==> config.mk <==
export PLATFORM = sky130hd
export DESIGN_NAME = bitrev_reorder_buffer
export DESIGN_NICKNAME = d
export VERILOG_FILES = /design/src/rtl/bitrev_reorder_buffer.sv
export SDC_FILE = /design/constraint.sdc
export NUM_CORES = 2
export LEC_CHECK = 0
export CAP_MARGIN = 30
export CORE_MARGIN = 4
export CORE_UTILIZATION = 40
export CTS_CLUSTER_SIZE = 40
export DETAILED_ROUTE_END_ITERATION = 16
export GPL_ROUTABILITY_DRIVEN = 1
export PLACE_DENSITY_LB_ADDON = 0.25
export SLEW_MARGIN = 25
export SYNTH_ARGS = -nofsm -noshare
export SYNTH_HDL_FRONTEND = slang
export SYNTH_SLANG_ARGS = --single-unit
==> constraint.sdc <==
create_clock -name clk -period 5.2 [get_ports clk]
set_input_delay 1.04 -clock clk [delete_from_list [all_inputs] [get_ports clk]]
set_output_delay 1.04 -clock clk [all_outputs]
set_load 0.01 [all_outputs]
==> src/rtl/bitrev_reorder_buffer.sv <==
// ============================================================================
// Module   : bitrev_reorder_buffer
// Brief    : Ping-pong frame buffer that writes natural-order samples to
//            bit-reversed addresses and streams frames out sequentially.
// Revision : 1.0 - initial release
// ============================================================================
`default_nettype none

module bitrev_reorder_buffer #(
    parameter int DATA_W = 32,
    parameter int LOG2N  = 5
) (
    input  logic              clk,
    input  logic              rst,
    input  logic              in_valid,
    output logic              in_ready,
    input  logic [DATA_W-1:0] in_data,
    output logic              out_valid,
    input  logic              out_ready,
    output logic [DATA_W-1:0] out_data,
    output logic [LOG2N-1:0]  out_index,
    output logic              out_last
);

    localparam int               c_N    = 1 << LOG2N;
    localparam logic [LOG2N-1:0] c_LAST = {LOG2N{1'b1}};

    logic [DATA_W-1:0] r_mem [2][c_N];

    logic              r_wr_bank;
    logic              r_rd_bank;
    logic [LOG2N-1:0]  r_wr_cnt;
    logic [LOG2N-1:0]  r_rd_cnt;
    logic [1:0]        r_full;

    logic              r_out_valid;
    logic [DATA_W-1:0] r_out_data;
    logic [LOG2N-1:0]  r_out_index;
    logic              r_out_last;

    logic [LOG2N-1:0]  w_wr_addr;
    logic              w_in_accept;
    logic              w_load;
    logic              w_set_full;
    logic              w_clr_full;

    // Write address is the bit-reversed write counter (pure wiring).
    for (genvar gi = 0; gi < LOG2N; gi++) begin : g_bitrev
        assign w_wr_addr[gi] = r_wr_cnt[LOG2N-1-gi];
    end

    assign in_ready    = ~r_full[r_wr_bank];
    assign w_in_accept = in_valid & in_ready;
    assign w_load      = r_full[r_rd_bank] & (~r_out_valid | out_ready);
    assign w_set_full  = w_in_accept & (r_wr_cnt == c_LAST);
    assign w_clr_full  = w_load & (r_rd_cnt == c_LAST);

    always_ff @(posedge clk) begin
        if (!rst && w_in_accept) begin
            r_mem[r_wr_bank][w_wr_addr] <= in_data;
        end
    end

    always_ff @(posedge clk) begin
        if (rst) begin
            r_wr_bank <= 1'b0;
            r_wr_cnt  <= '0;
        end else if (w_in_accept) begin
            r_wr_cnt <= r_wr_cnt + 1'b1;
            if (w_set_full) begin
                r_wr_bank <= ~r_wr_bank;
            end
        end
    end

    // Set and clear can never target the same bank: set needs an empty bank,
    // clear needs a full one.
    always_ff @(posedge clk) begin
        if (rst) begin
            r_full <= '0;
        end else begin
            if (w_set_full) begin
                r_full[r_wr_bank] <= 1'b1;
            end
            if (w_clr_full) begin
                r_full[r_rd_bank] <= 1'b0;
            end
        end
    end

    always_ff @(posedge clk) begin
        if (rst) begin
            r_rd_bank   <= 1'b0;
            r_rd_cnt    <= '0;
            r_out_valid <= 1'b0;
            r_out_data  <= '0;
            r_out_index <= '0;
            r_out_last  <= 1'b0;
        end else if (w_load) begin
            r_out_data  <= r_mem[r_rd_bank][r_rd_cnt];
            r_out_index <= r_rd_cnt;
            r_out_last  <= (r_rd_cnt == c_LAST);
            r_out_valid <= 1'b1;
            r_rd_cnt    <= r_rd_cnt + 1'b1;
            if (w_clr_full) begin
                r_rd_bank <= ~r_rd_bank;
            end
        end else if (r_out_valid && out_ready) begin
            r_out_valid <= 1'b0;
        end
    end

    assign out_valid = r_out_valid;
    assign out_data  = r_out_data;
    assign out_index = r_out_index;
    assign out_last  = r_out_last;

endmodule

`default_nettype wire

==> report_table.html <==
<table>
<tr><th>Metric</th><th>Value</th></tr>
<tr><th colspan="2">Run status</th></tr>
<tr><td>Outcome</td><td>complete, no violations</td></tr>
<tr><th colspan="2">Drt</th></tr>
<tr><td>Total detailed-routing wirelength</td><td>229000 um</td></tr>
<tr><td>Vias after detailed routing</td><td>39800</td></tr>
<tr><td>Drt initial violations</td><td>4704</td></tr>
<tr><td>Via-to-Cell Ratio</td><td>5.84</td></tr>
<tr><td>Detailed-routing iteration count for the pre-antenna-repair pass</td><td>5</td></tr>
<tr><td>Detail-routed net length per standard cell</td><td>between 30 and 40 um</td></tr>
<tr><td>Antenna Nets Post-Route</td><td>0</td></tr>
<tr><td>DRC Markers</td><td>0</td></tr>
<tr><th colspan="2">Logic synthesis</th></tr>
<tr><td>Count of flip-flops with a built-in enable after synthesis</td><td>2048</td></tr>
<tr><td>Seq cells post-synth</td><td>2102</td></tr>
<tr><td>Synthesized netlist cell count</td><td>~3700</td></tr>
<tr><td>Synthesized area</td><td>81200 um^2</td></tr>
<tr><td>Most instantiated flip-flop cell in the synthesis netlist</td><td>edfxtp_1</td></tr>
<tr><td>Library cells used by synthesis</td><td>72</td></tr>
<tr><td>Number of nets in the synthesized netlist</td><td>approximately 3800</td></tr>
<tr><td>Fraction of the yosys area taken by sequential cells</td><td>77.1%</td></tr>
<tr><td>Fraction of registers with async set or reset after synthesis</td><td>0%</td></tr>
<tr><td>Average cell area after synthesis</td><td>21.9 um^2</td></tr>
<tr><td>Total of warnings raised by yosys</td><td>0</td></tr>
<tr><th colspan="2">Timing</th></tr>
<tr><td>Final clock skew</td><td>40.9 ps</td></tr>
<tr><td>Aggregate negative setup slack</td><td>0 ps</td></tr>
<tr><td>Final hold violations</td><td>0</td></tr>
<tr><td>Setup repair after global routing missed its margin</td><td>false</td></tr>
<tr><td>Max_slew headroom</td><td>between 30% and 40%</td></tr>
<tr><td>Min cycle time layout</td><td>3790 ps</td></tr>
<tr><td>Number of setup violations in the final report</td><td>0</td></tr>
<tr><td>Transition time of the tightest slew-check pin</td><td>1040 ps</td></tr>
<tr><td>Top achievable clock speed</td><td>roughly 0.26 GHz</td></tr>
<tr><td>Final critical-path share of the clock period</td><td>between 70 and 80%</td></tr>
<tr><td>Number of pins with negative max-slew slack in the final report</td><td>0</td></tr>
<tr><th colspan="2">Clocking</th></tr>
<tr><td>Total of hold buffers inserted after clock tree synthesis</td><td>0</td></tr>
<tr><td>Number of buffers created by CTS</td><td>205</td></tr>
<tr><td>Sink count of the clock tree</td><td>2102</td></tr>
<tr><td>Clock latency at the later pin of the worst-skew pair</td><td>870 ps</td></tr>
<tr><td>Worst-case clock buffer depth</td><td>3</td></tr>
<tr><td>Root Driver</td><td>clkbuf_16</td></tr>
<tr><td>Number of H-tree levels</td><td>4</td></tr>
<tr><td>Number of setup buffers added after CTS</td><td>0</td></tr>
<tr><td>Post-cts sizing count</td><td>0</td></tr>
<tr><td>TritonCTS clock tree</td><td>yes</td></tr>
<tr><td>Clock transition at the register clock pins on the worst setup and hold paths after CTS</td><td>60 ps</td></tr>
<tr><th colspan="2">Place</th></tr>
<tr><td>Detail Placement HPWL</td><td>143000 um</td></tr>
<tr><td>Area after detailed placement</td><td>85700 um^2</td></tr>
<tr><td>Port bufs</td><td>75</td></tr>
<tr><td>Final weighted congestion in routability-driven placement</td><td>0.898</td></tr>
<tr><th colspan="2">Setup path</th></tr>
<tr><td>Number of cells on the worst reg-to-reg path</td><td>7</td></tr>
<tr><td>Startpoint kind of the worst setup timing path</td><td>register</td></tr>
<tr><td>Highest fanout seen on the critical path</td><td>5</td></tr>
<tr><td>CP peak stage delay</td><td>800 ps</td></tr>
<tr><td>CP Capture Type</td><td>output pin</td></tr>
<tr><td>Cell with the largest stage delay on the worst path</td><td>mux2i_1</td></tr>
<tr><td>Arrival time at the worst endpoint</td><td>2750 ps</td></tr>
<tr><td>Ordered list of cells on the worst path</td><td>mux2i_1 &gt; clkdlybuf4s50_1</td></tr>
<tr><td>Required time reported for the critical path endpoint</td><td>4160 ps</td></tr>
<tr><td>WS Path Type</td><td>register to output pin</td></tr>
<tr><th colspan="2">Pwr</th></tr>
<tr><td>Largest vdd supply drop</td><td>between 300 and 400 uV</td></tr>
<tr><td>Power density normalized to cell area</td><td>364 nW/um^2</td></tr>
<tr><td>Total power</td><td>33.6 mW</td></tr>
<tr><td>Leakage power summed over all cells</td><td>27.4 nW</td></tr>
<tr><th colspan="2">Global routing</th></tr>
<tr><td>Via count of the first global-routing pass</td><td>39300</td></tr>
<tr><td>Number of antenna violations at the first check in global routing</td><td>11</td></tr>
<tr><td>Global-route total usage across every layer</td><td>21.5%</td></tr>
<tr><td>Pin count of the biggest net entering global routing</td><td>between 70 and 80</td></tr>
<tr><td>Remaining global-route overflow</td><td>0</td></tr>
<tr><td>Global-route wire length before repair</td><td>roughly 320000 um</td></tr>
<tr><th colspan="2">Die</th></tr>
<tr><td>Horiz. Die Dim</td><td>458 um</td></tr>
<tr><td>Total core area</td><td>a little over 200000 um^2</td></tr>
<tr><td>Rows</td><td>~170</td></tr>
<tr><td>Initial cell density of the core</td><td>40.2%</td></tr>
<tr><td>Top-level port count</td><td>76</td></tr>
<tr><td>DIE AREA</td><td>210000 um^2</td></tr>
<tr><td>Height of the die</td><td>458 um</td></tr>
<tr><th colspan="2">Hold path</th></tr>
<tr><td>Worst hold-check path type</td><td>primary input to register</td></tr>
<tr><td>Worst hold stages</td><td>1</td></tr>
<tr><th colspan="2">Layout</th></tr>
<tr><td>Area grow syn2layout</td><td>13.7%</td></tr>
<tr><td>Count of nets after finishing</td><td>between 4000 and 5000</td></tr>
<tr><td>Share of cells above drive strength 1</td><td>approximately 24%</td></tr>
<tr><td>Final Instance Area</td><td>92300 um^2</td></tr>
<tr><td>Fill cell total of the finished layout</td><td>16800</td></tr>
<tr><th colspan="2">Job</th></tr>
<tr><td>Max-Cap Viols</td><td>0</td></tr>
</table>
-- layout by cell type, fill, tap and decap left out, types with 32 or more instances in the layout --
master	synthesis	final
a21oi_1	53	53
a22oi_1	75	75
buf_4	22	153
clkbuf_1	40	65
clkbuf_16	0	207
clkdlybuf4s50_1	0	42
clkinv_1	1	39
clkinv_2	0	32
dfxtp_1	54	49
edfxtp_1	2048	2048
mux2i_1	231	230
mux4_1	44	44
mux4_2	404	404
nand2_1	101	101
nand3_1	38	37
nor2_4	0	61
o21ai_0	41	39
o22ai_1	46	46
-- worst max-delay path: cells and delay by family, from the launching register on --
family | cells | cell delay (ps)
buffers and inverters | 1 | 690
DFF | 1 | 400
muxes | 1 | 800
-- final cells by class --
cell class	instances	area (um^2)	area share [%]
multi-input cells	1403	17500	19.0
diodes	7	17.5	0.0190
repair buffers	251	2300	2.49
clock buffers	276	5480	5.94
clock inverters	102	1020	1.11
flip-flops and latches	2102	62600	67.8
inverters	11	41.3	0.0447
well taps	2672	3340	3.62
-- worst paths after layout --
| kind | startpoint | endpoint | slack (ps) |
|---|---|---|---|
| max | r_wr_bank$_SDFFE_PP0P_ | in_ready | 1410 |
| min | in_data[24] | r_mem[1][24]$_DFFE_PP_ | 430 |
| min reg2reg | r_wr_cnt[1]$_SDFFE_PP0N_ | r_wr_cnt[1]$_SDFFE_PP0N_ | 520 |
| max reg2reg | r_rd_cnt[1]$_SDFFE_PP0P_ | out_data[4]$_SDFFE_PP0P_ | 1590 |
-- cells in the mapped netlist, drive strengths merged, types with 3 or more instances --
library cell,instances,share of area [%]
a2111oi,11,0.13
a211o,14,0.15
a211oi,19,0.18
a21oi,53,0.33
a221oi,7,0.083
a22o,4,0.043
a22oi,75,0.69
a2bb2oi,3,0.032
a311oi,5,0.054
a31oi,4,0.031
and2,4,0.031
and3,11,0.085
and4,5,0.054
buf,147,1.6
clkbuf,51,0.37
dfxtp,54,1.3
edfxtp,2048,76
ha,9,0.14
inv,10,0.046
mux2,15,0.21
mux2i,231,2.8
mux4,448,13
nand2,101,0.47
nand2b,7,0.054
nand3,38,0.23
nand3b,3,0.028
nand4,6,0.054
nor2,95,0.44
nor2b,27,0.21
nor3,33,0.21
nor4,25,0.22
o2111ai,5,0.054
o211ai,9,0.089
o21ai,44,0.27
o221ai,7,0.076
o22ai,46,0.35
o32ai,6,0.065
or3,3,0.023
or4,4,0.037
xnor2,6,0.065
-- per-stage QoR --
| step | setup slack [ps] | hold WS (ps) | cells | utilization, % |
|---|---|---|---|---|
| global placement | 706 | 498 | 6427 | 42.4 |
| finish | 1410 | 429 | 6824 | 45.7 |
| detailed placement | 687 | 508 | 6435 | 42.5 |
| floorplan | 715 | 469 | 3714 | - |
| CTS | 1320 | 370 | 6813 | 45.7 |
| global route | 1350 | 408 | 6818 | 45.7 |
-- state kept, by name, summed over array words and instances (netlist names), named ones only --
signal and count:
r_rd_cnt 5, r_mem 2048, r_wr_cnt 5, r_full 2, r_wr_bank 1, out_valid 1, r_rd_bank 1, out_index 5
out_data 32, out_last 1
-- where the power goes --
group          switching, mW  total, mW  internal [mW]
Sequential           0.00764       18.6           18.6
Combinational          0.430      0.494         0.0641
Clock                   6.35       14.5           8.12
Total                   6.79       33.6           26.8
-- per-layer routing --
layer | track usage (%) | share of wire, % | vias to the layer above
met3 | 3.70 | 6.9 | 378
met4 | 8.72 | 4.3 | 4
met5 | 0 | 0.010 | -
met1 | 29.5 | 41 | 21500
li1 | - | - | 16200
met2 | 34.5 | 48 | 1700
-- kinds of logic (layout without fill, tap and decap cells) --
logic type	after synthesis	count (layout)	synth area share (%)
compound gates	320	320	2.71
xor+xnor	7	7	0.0755
fa+ha+maj	9	9	0.139
buf+inv	209	640	2.00
flops	2102	2102	77.1
mux	694	694	15.7
other cells	0	7	0
simple gates	373	373	2.28
Power figures use the tool's default switching activity.
